## src/rtl/seg7_scan_capture.sv

```systemverilog
// Receive side of the 4-digit multiplexed seven-segment bus: samples anode/cathode,
// filters for stability, decodes each digit and reassembles the displayed 16-bit value.
module seg7_scan_capture #(
  parameter int STABLE_CYCLES  = 1,
  parameter int TIMEOUT_CYCLES = 64
) (
  input  logic        clock,
  input  logic        reset_n,
  input  logic [3:0]  anode,
  input  logic [7:0]  cathode,
  output logic [15:0] value,
  output logic        value_valid,
  output logic        digit_err,
  output logic        multi_err,
  output logic        timeout
);

  localparam logic [3:0]  RUN_MAX  = 4'(STABLE_CYCLES);
  localparam logic [15:0] TO_LAST  = 16'(TIMEOUT_CYCLES - 1);

  // COLLECT exactly when at least one slot of the current frame has been seen.
  typedef enum logic {IDLE = 1'b0, COLLECT = 1'b1} state_t;
  state_t state, state_nxt;

  logic [3:0]       s_anode;
  logic [7:0]       s_cathode;
  logic [3:0]       run_len, run_nxt;
  logic             acc, acc_nxt;
  logic [3:0]       seen, seen_nxt;
  logic [3:0][3:0]  slot, slot_nxt;
  logic [15:0]      idle_cnt, idle_nxt;
  logic [15:0]      value_nxt;
  logic             vv_nxt, de_nxt, me_nxt, to_nxt;

  logic             changed, pat_ok, single, multi;
  logic [3:0]       nib;
  logic [1:0]       idx;

  always_comb begin
    nib    = 4'h0;
    pat_ok = 1'b1;
    case (s_cathode)
      8'h03: nib = 4'h0;
      8'h9F: nib = 4'h1;
      8'h25: nib = 4'h2;
      8'h0D: nib = 4'h3;
      8'h99: nib = 4'h4;
      8'h49: nib = 4'h5;
      8'h41: nib = 4'h6;
      8'h1F: nib = 4'h7;
      8'h01: nib = 4'h8;
      8'h09: nib = 4'h9;
      8'hFF: nib = 4'hF;
      default: pat_ok = 1'b0;
    endcase
  end

  always_comb begin
    idx = 2'd0;
    case (s_anode)
      4'b1101: idx = 2'd1;
      4'b1011: idx = 2'd2;
      4'b0111: idx = 2'd3;
      default: idx = 2'd0;
    endcase
  end

  assign single  = $onehot(~s_anode);
  assign multi   = !single && (s_anode != 4'hF);
  assign changed = ({anode, cathode} != {s_anode, s_cathode});

  // acc marks the single cycle in which the current run first reaches RUN_MAX.
  always_comb begin
    run_nxt = changed ? 4'd1 : ((run_len == RUN_MAX) ? RUN_MAX : run_len + 4'd1);
    acc_nxt = (run_nxt == RUN_MAX) && (changed || (run_len != RUN_MAX));
  end

  always_comb begin
    seen_nxt  = seen;
    slot_nxt  = slot;
    idle_nxt  = idle_cnt;
    value_nxt = value;
    vv_nxt    = 1'b0;
    de_nxt    = 1'b0;
    me_nxt    = 1'b0;
    to_nxt    = 1'b0;
    if (acc && multi) begin
      me_nxt   = 1'b1;
      seen_nxt = 4'b0000;
      idle_nxt = 16'd0;
    end else if (acc && single && !pat_ok) begin
      // An error pulse owns this cycle, so a due timeout is deferred by one accept.
      de_nxt = 1'b1;
      if (state == IDLE)
        idle_nxt = 16'd0;
      else if (idle_cnt != TO_LAST)
        idle_nxt = idle_cnt + 16'd1;
    end else if (acc && single) begin
      slot_nxt[idx] = nib;
      seen_nxt[idx] = 1'b1;
      idle_nxt      = 16'd0;
      if (seen_nxt == 4'b1111) begin
        value_nxt = slot_nxt;
        vv_nxt    = 1'b1;
        seen_nxt  = 4'b0000;
      end
    end else if (state == COLLECT) begin
      if (idle_cnt == TO_LAST) begin
        to_nxt   = 1'b1;
        seen_nxt = 4'b0000;
        idle_nxt = 16'd0;
      end else begin
        idle_nxt = idle_cnt + 16'd1;
      end
    end else begin
      idle_nxt = 16'd0;
    end
    state_nxt = (seen_nxt != 4'b0000) ? COLLECT : IDLE;
  end

  always_ff @(posedge clock) begin
    if (!reset_n) begin
      s_anode     <= 4'b1111;
      s_cathode   <= 8'hFF;
      run_len     <= 4'd0;
      acc         <= 1'b0;
      seen        <= 4'b0000;
      slot        <= '0;
      idle_cnt    <= 16'd0;
      state       <= IDLE;
      value       <= 16'h0000;
      value_valid <= 1'b0;
      digit_err   <= 1'b0;
      multi_err   <= 1'b0;
      timeout     <= 1'b0;
    end else begin
      s_anode     <= anode;
      s_cathode   <= cathode;
      run_len     <= run_nxt;
      acc         <= acc_nxt;
      seen        <= seen_nxt;
      slot        <= slot_nxt;
      idle_cnt    <= idle_nxt;
      state       <= state_nxt;
      value       <= value_nxt;
      value_valid <= vv_nxt;
      digit_err   <= de_nxt;
      multi_err   <= me_nxt;
      timeout     <= to_nxt;
    end
  end

endmodule

```

## config.mk

```make
export PLATFORM = sky130hd
export DESIGN_NAME = seg7_scan_capture
export DESIGN_NICKNAME = d
export VERILOG_FILES = /design/src/rtl/seg7_scan_capture.sv
export SDC_FILE = /design/constraint.sdc
export NUM_CORES = 1
export LEC_CHECK = 0
export BUFFER_PORTS_ARGS = -buffer_cell sky130_fd_sc_hd__buf_2
export CAP_MARGIN = 20
export CORE_ASPECT_RATIO = 1.2
export CORE_UTILIZATION = 50
export CTS_CLUSTER_DIAMETER = 150
export DETAILED_ROUTE_END_ITERATION = 12
export HOLD_SLACK_MARGIN = 0.06
export PLACE_DENSITY = 0.66
export REMOVE_ABC_BUFFERS = 1
export SLEW_MARGIN = 20
export SYNTH_ARGS = -nofsm -noshare
export SYNTH_HDL_FRONTEND = slang
export SYNTH_SLANG_ARGS = --single-unit
```

## constraint.sdc

```tcl
create_clock -name clock -period 3.2 [get_ports clock]
set_input_delay 0.16 -clock clock [delete_from_list [all_inputs] [get_ports clock]]
set_output_delay 0.16 -clock clock [all_outputs]
set_load 0.01 [all_outputs]
```

Word level (Yosys, flattened, before mapping)

Index checks and enable logic that the tools add are counted.

Register bits after elaboration: 74
Input port bits: 14
Logic and storage cells: 97

Eq/ne operators: 24
Multiplexer cells: 27
Bitwise logic cells: 7
Reduce and logical (&&, ||, !) cells: 16
Magnitude comparators: 2
Add/subtract/negate cells: 5

Operator list:

| operator                | number |
|---|---|
| $mux W16                | 6 |
| $pmux W4 S10            | 1 |
| $mux W4                 | 9 |
| $eq A8 B8 Y1 const B    | 3 |
| $add A16 B1 Y16 const B | 1 |
| $bwmux W16              | 1 |
| $eq A16 B6 Y1 const B   | 1 |
| $eq A8 B4 Y1 const B    | 2 |
| $eq A8 B7 Y1 const B    | 2 |
| $ne A16 B6 Y1 const B   | 1 |
| $eq A4 B4 Y1 const B    | 3 |
| $ne A12 B12 Y1          | 1 |
| $reduce_or A11 Y1       | 1 |
| $demux W4 S2            | 1 |
| $eq A4 B1 Y1 const B    | 2 |
| $eq A8 B1 Y1 const B    | 1 |
| $eq A8 B2 Y1 const B    | 1 |
| $eq A8 B5 Y1 const B    | 1 |
| $eq A8 B6 Y1 const B    | 1 |
| $mux W1                 | 7 |
| $logic_and A1 B1 Y1     | 6 |
| $pmux W2 S3             | 1 |
| $not A1 Y1              | 5 |
| $reduce_or A5 Y1        | 1 |
| other kinds (20)        | 22 |

Longest topological paths before layout

Depth after elaboration: 14
Depth in mapped cells: 11
Gate-level depth less buffers: 10

Worst setup path before layout

No wires, ideal clock.

Path type: register to register
Start: reg s_anode[0]
End: reg idle_cnt[6]
Arrival time: 2.724 ns
Path slack: 0.406 ns
Buffers on the path: 1
Stages on the path, launching flop included: 12
Cells stage by stage: dfxtp_1 -> fa_1 -> inv_1 -> ha_1 -> ha_1 -> or3b_2 -> a31oi_1 -> nand2_1 -> a21oi_1 -> nand2_1 -> buf_2 -> a21oi_1

Longest elaborated chain between the ends: 8
Elaborated cells between the ends (all ways): 14
Classes of those cells: 2 x add/sub; 3 x eq/ne; 2 x mux; 1 x bitwise; 6 x reduce/logical

RTL lines:

| element                             | RTL line | text |
|---|---|---|
| from (decl)                         | 25       | `logic [3:0] s_anode;` |
| from (signal assigned)              | 137      | `s_anode <= anode;` |
| $not A4 Y4                          | 68       | `assign single = $onehot(~s_anode);` |
| $add A1 B1 Y2 (implied by the code) | 68       |  |
| $add A2 B2 Y3 (implied by the code) | 68       |  |
| $eq A3 B1 Y1                        | 68       |  |
| $logic_not A1 Y1                    | 69       | `assign multi = !single && (s_anode != 4'hF);` |
| $logic_and A1 B1 Y1                 | 69       |  |
| $logic_and A1 B1 Y1                 | 87       | `if (acc && multi) begin` |
| $reduce_or A2 Y1 (no line)          | n/a      |  |
| to (signal assigned)                | 143      | `idle_cnt <= idle_nxt;` |
| to (decl)                           | 31       | `logic [15:0] idle_cnt, idle_nxt;` |

Parallel ways exist; a longest one is shown, timed or not.
A chain may end at the register's enable or synchronous reset.

Final worst setup path

Start: reg s_anode[0]
End: reg idle_cnt[14]

The elaborated chain is that of the path after synthesis.

==> reports/results.txt <==
The flow ran to the end, and the final reports show no timing, DRC or antenna violations. The reg2reg setup slack was 0.24 ns. The worst path needs 2.960 ns of the cycle, external delays included. The most frequent cell after synthesis was sky130_fd_sc_hd__dfxtp_1.

The die is 92.87 um tall. The setup path with the least slack is of type flop to flop. Summed over all nets, wire length on met3 after detailed routing comes to 273 um. The tools report the filler-free cell count of the finished design as 542.

Number of core rows: 32. The sequential cells in the finished layout cover a total of 1481 um^2. No sink is reached through more buffers than the 2 on the longest clock path. The start of the worst register-to-register path was s_anode[0]. sky130_fd_sc_hd__dfxtp_1 takes more of the synthesized area than any other cell. The count of final hold-check violations was 0.

Signal routing reaches up to met4. Synthesis inferred 74 register bits. The run gives 74 as the CTS sink count. Layout cell share with drive strength beyond 1: 0.1379. The placed instances occupy a cell area of 3701 um^2. By area the synthesized netlist is led by sky130_fd_sc_hd__dfxtp_1 (43%), sky130_fd_sc_hd__nand3_1 (6.8%), sky130_fd_sc_hd__o21ai_0 (5.4%). The initial antenna violation count is 0, and the routed via count is 2,984. The tightest min-delay check is of the primary input to flop type. For this run the aggregate overflow at the end of global routing stands at 0. For this run, the leading register cell type out of synthesis is sky130_fd_sc_hd__dfxtp_1. The analysis attributes to cell leakage a power of 1.530 nW. In this run the worst setup path terminates at idle_cnt[14]. The number of enable-type register cells in the synthesized netlist came out at 0. The tools report the clock tree skew after final layout as 0.01153 ns. The run gives 0 as the number of violations of the max-capacitance limit. The run gives 7218 um^2 as the die footprint. Using the TritonRoute via totals, the vias-per-cell ratio works out to 5.506. The worst setup path startpoint is s_anode[0]. Clock tree synthesis inserted a total of 9 buffers. The area share of the largest cell type after synthesis came out at 0.4305. For the total number of nets in the final design, the log shows 474. In the post-route analysis, the smallest setup slack over all paths is 0.2397 ns. The tools report the met2 wirelength from detailed routing as 3.445 mm. The first routing iteration left 164 violations. For the core area, the log shows 6526 um^2. For this design the ratio of total power to cell area is 450.9 nW/um^2.

The maximum number of pins on one net before global-route repair is 52. After synthesis the cells add up to 3441 um^2. The wire length the detailed router placed on met1 came out at 3.449 mm. The required time at the endpoint of the critical path was 3.48 ns.

At the pin with the least slew margin, the transition time is 0.7793 ns. The proportion of synthesized chip area in sequential cells came out at 0.4305. The post-route standard cell area excluding fillers is 4008 um^2, and the number of H-tree branching levels is 3.

After detailed routing, the average wire length per cell comes to 13.66 um. In the routed design, unresolved DRC markers number 0. The logs give 0.6141 for the final core utilization and 2,711 for the via count of the first global-routing pass. The destination of the worst register-to-register timing path is idle_cnt[14]. The total chip power was 1.807 mW.

The share of flip-flops with an asynchronous set or reset was 0; the placement-stage worst setup slack was 0.2538 ns. 34 I/O pins were placed. On the final layout, the worst hold slack is 0.2892 ns.

The number of placed instances, taps included, is 514. Sorting the synthesized cells by how often they occur yields sky130_fd_sc_hd__dfxtp_1 (74), sky130_fd_sc_hd__nand3_1 (47), sky130_fd_sc_hd__nor2_1 (38). TritonCTS built the clock tree. At the end of routability-driven placement, the weighted congestion stood at 0.8830. Total detailed-routing wirelength: 7.403 mm. For the number of iterations in the first detailed-routing pass, the log shows 5.

The synthesis-to-finish area growth was 16.47%. CTS placed an instance of sky130_fd_sc_hd__clkbuf_8 at the clock tree root. The number of cells produced by synthesis came out at 405.

The average size of a mapped cell works out to 8.496 um^2. The post-synthesis cell type count was 49. The number of nets with antenna violations after detailed routing came out at 0. The part of the cycle the worst path needs was 0.9251; the number of failing setup endpoints in the final timing report was 0. The tightest slew margin relative to the limit is 0.4782, and the number of fillers in the final layout is 593. The final HPWL from detailed placement is 5.185 mm. The tools report the endpoint kind of the worst setup timing path as a flop. Category of the worst setup path launch point: a flop.

Setup repair after global routing left no endpoint under its margin. The number of cells on the worst reg-to-reg path is 11. During synthesis, Yosys emitted a total of 0 warnings. The global-route total usage across every layer came out at 0.2209. The tools report the worst path arrival time as 3.24 ns. The width of the die came out at 77.73 um. The insertion delay of the later-clocked pin in the worst-skew pair is 0.35 ns, and the number of diodes added for antenna fixing is 0.

The first global-routing pass estimated 12.35 mm of wire. Based on the critical path, the design can be clocked at up to 0.3378 GHz. The initial standard-cell utilization of the core was 0.5272; the final total negative setup slack was 0 ns.

Summing all multi-input logic gate instances after layout gives 1843 um^2. Buffers added to address setup during post-CTS repair amount to 0. The count of pins over their slew limit is 0. The peak fanout along the critical path is 8, and the quantity of I/O buffers inserted on ports is 33. Across the VDD grid, the largest voltage drop is 0.3208 mV. The clock-pin slew on the worst setup and hold paths came out at 0.08 ns.
-- report_power, final --
part           internal (mW)  total (mW)  switching, mW
Sequential             0.933       0.952         0.0191
Combinational         0.0691       0.155         0.0858
Clock                  0.358       0.701          0.343
-- worst min path at each step --
stage               slack, ns           end        from  depth (start not counted)
floorplan                0.23    s_anode[0]     reset_n                          1
global placement         0.37  s_cathode[0]  cathode[0]                          2
detailed placement       0.37  s_cathode[5]  cathode[5]                          2
CTS                      0.28      value[7]     reset_n                          3
global route             0.32      value[7]     reset_n                          3
finish                   0.29      value[7]     reset_n                          3
-- final cells by class --
type | count | share of cell area
flip-flops and latches | 74 | 0.3697
clock buffers | 11 | 0.03278
clock inverters | 5 | 0.01374
inverters | 10 | 0.009366
multi-input cells | 303 | 0.4599
repair buffers | 54 | 0.08804
well taps | 85 | 0.02654
-- flip-flops by register name, summed over array words and instances (netlist names) --
name and count:
idle_cnt 16, slot 16, value 16, s_cathode 8, run_len 4, s_anode 4, seen 4, acc 1
digit_err 1, multi_err 1, state 1, timeout 1, value_valid 1
-- per-layer routing --
metal | track usage | vias to the layer above
met5 | 0 | -
met2 | 0.3562 | 60
li1 | - | 1548
met1 | 0.2791 | 1355
met4 | 0.1289 | 0
met3 | 0.03251 | 21
-- critical path, cell delays in order (launching register included) --
cell                      delay [ns]
sky130_fd_sc_hd__dfxtp_1        0.36
sky130_fd_sc_hd__fa_1           0.55
sky130_fd_sc_hd__inv_1          0.04
sky130_fd_sc_hd__ha_1           0.17
sky130_fd_sc_hd__ha_1           0.29
sky130_fd_sc_hd__or3b_2         0.46
sky130_fd_sc_hd__a31oi_1        0.25
sky130_fd_sc_hd__nand2_1        0.08
sky130_fd_sc_hd__a21oi_1        0.16
sky130_fd_sc_hd__nand2_1        0.21
sky130_fd_sc_hd__buf_4          0.25
sky130_fd_sc_hd__nor2_1         0.09
-- cell usage in the layout (no fill, tap or decap), types with 3 or more instances in the layout --
cell type                       netlist  final
sky130_fd_sc_hd__xnor2_1             15     15
sky130_fd_sc_hd__buf_2                3     33
sky130_fd_sc_hd__buf_4                0      9
sky130_fd_sc_hd__mux2i_1              4      4
sky130_fd_sc_hd__nand2b_1            14     14
sky130_fd_sc_hd__nand2_1             29     29
sky130_fd_sc_hd__or3_1                6      6
sky130_fd_sc_hd__nor3_1               6      6
sky130_fd_sc_hd__dlygate4sd3_1        0     12
sky130_fd_sc_hd__dfxtp_1             74     74
sky130_fd_sc_hd__nand4_1              9      9
sky130_fd_sc_hd__nor4_1               3      3
sky130_fd_sc_hd__ha_1                 7      7
sky130_fd_sc_hd__a211o_1              6      6
sky130_fd_sc_hd__nor2_1              38     38
sky130_fd_sc_hd__a21oi_1             17     17
sky130_fd_sc_hd__o31ai_1              9      9
sky130_fd_sc_hd__inv_1               10     10
sky130_fd_sc_hd__xor2_1               8      8
sky130_fd_sc_hd__nand3_1             47     47
sky130_fd_sc_hd__o211ai_1             4      4
sky130_fd_sc_hd__o21ai_0             37     37
sky130_fd_sc_hd__nor2b_1              3      3
sky130_fd_sc_hd__clkbuf_8             0      9
sky130_fd_sc_hd__and3_1               8      8
-- timing repair --
item | in CTS | in global routing
resized for setup | 0 | 0
hold endpoints to repair | 12 | 0
hold buffers | 12 | 0
-- cell families after synthesis --
family	synth area share
XOR/XNOR	0.05855
flip-flops	0.4305
AO/OA/AOI/OAI	0.1633
AND/OR/NAND/NOR	0.2676
buffers and inverters	0.03382
multiplexers	0.01491
adder cells (fa/ha/maj)	0.03127
No activity file was read; power rests on OpenSTA's default activity.
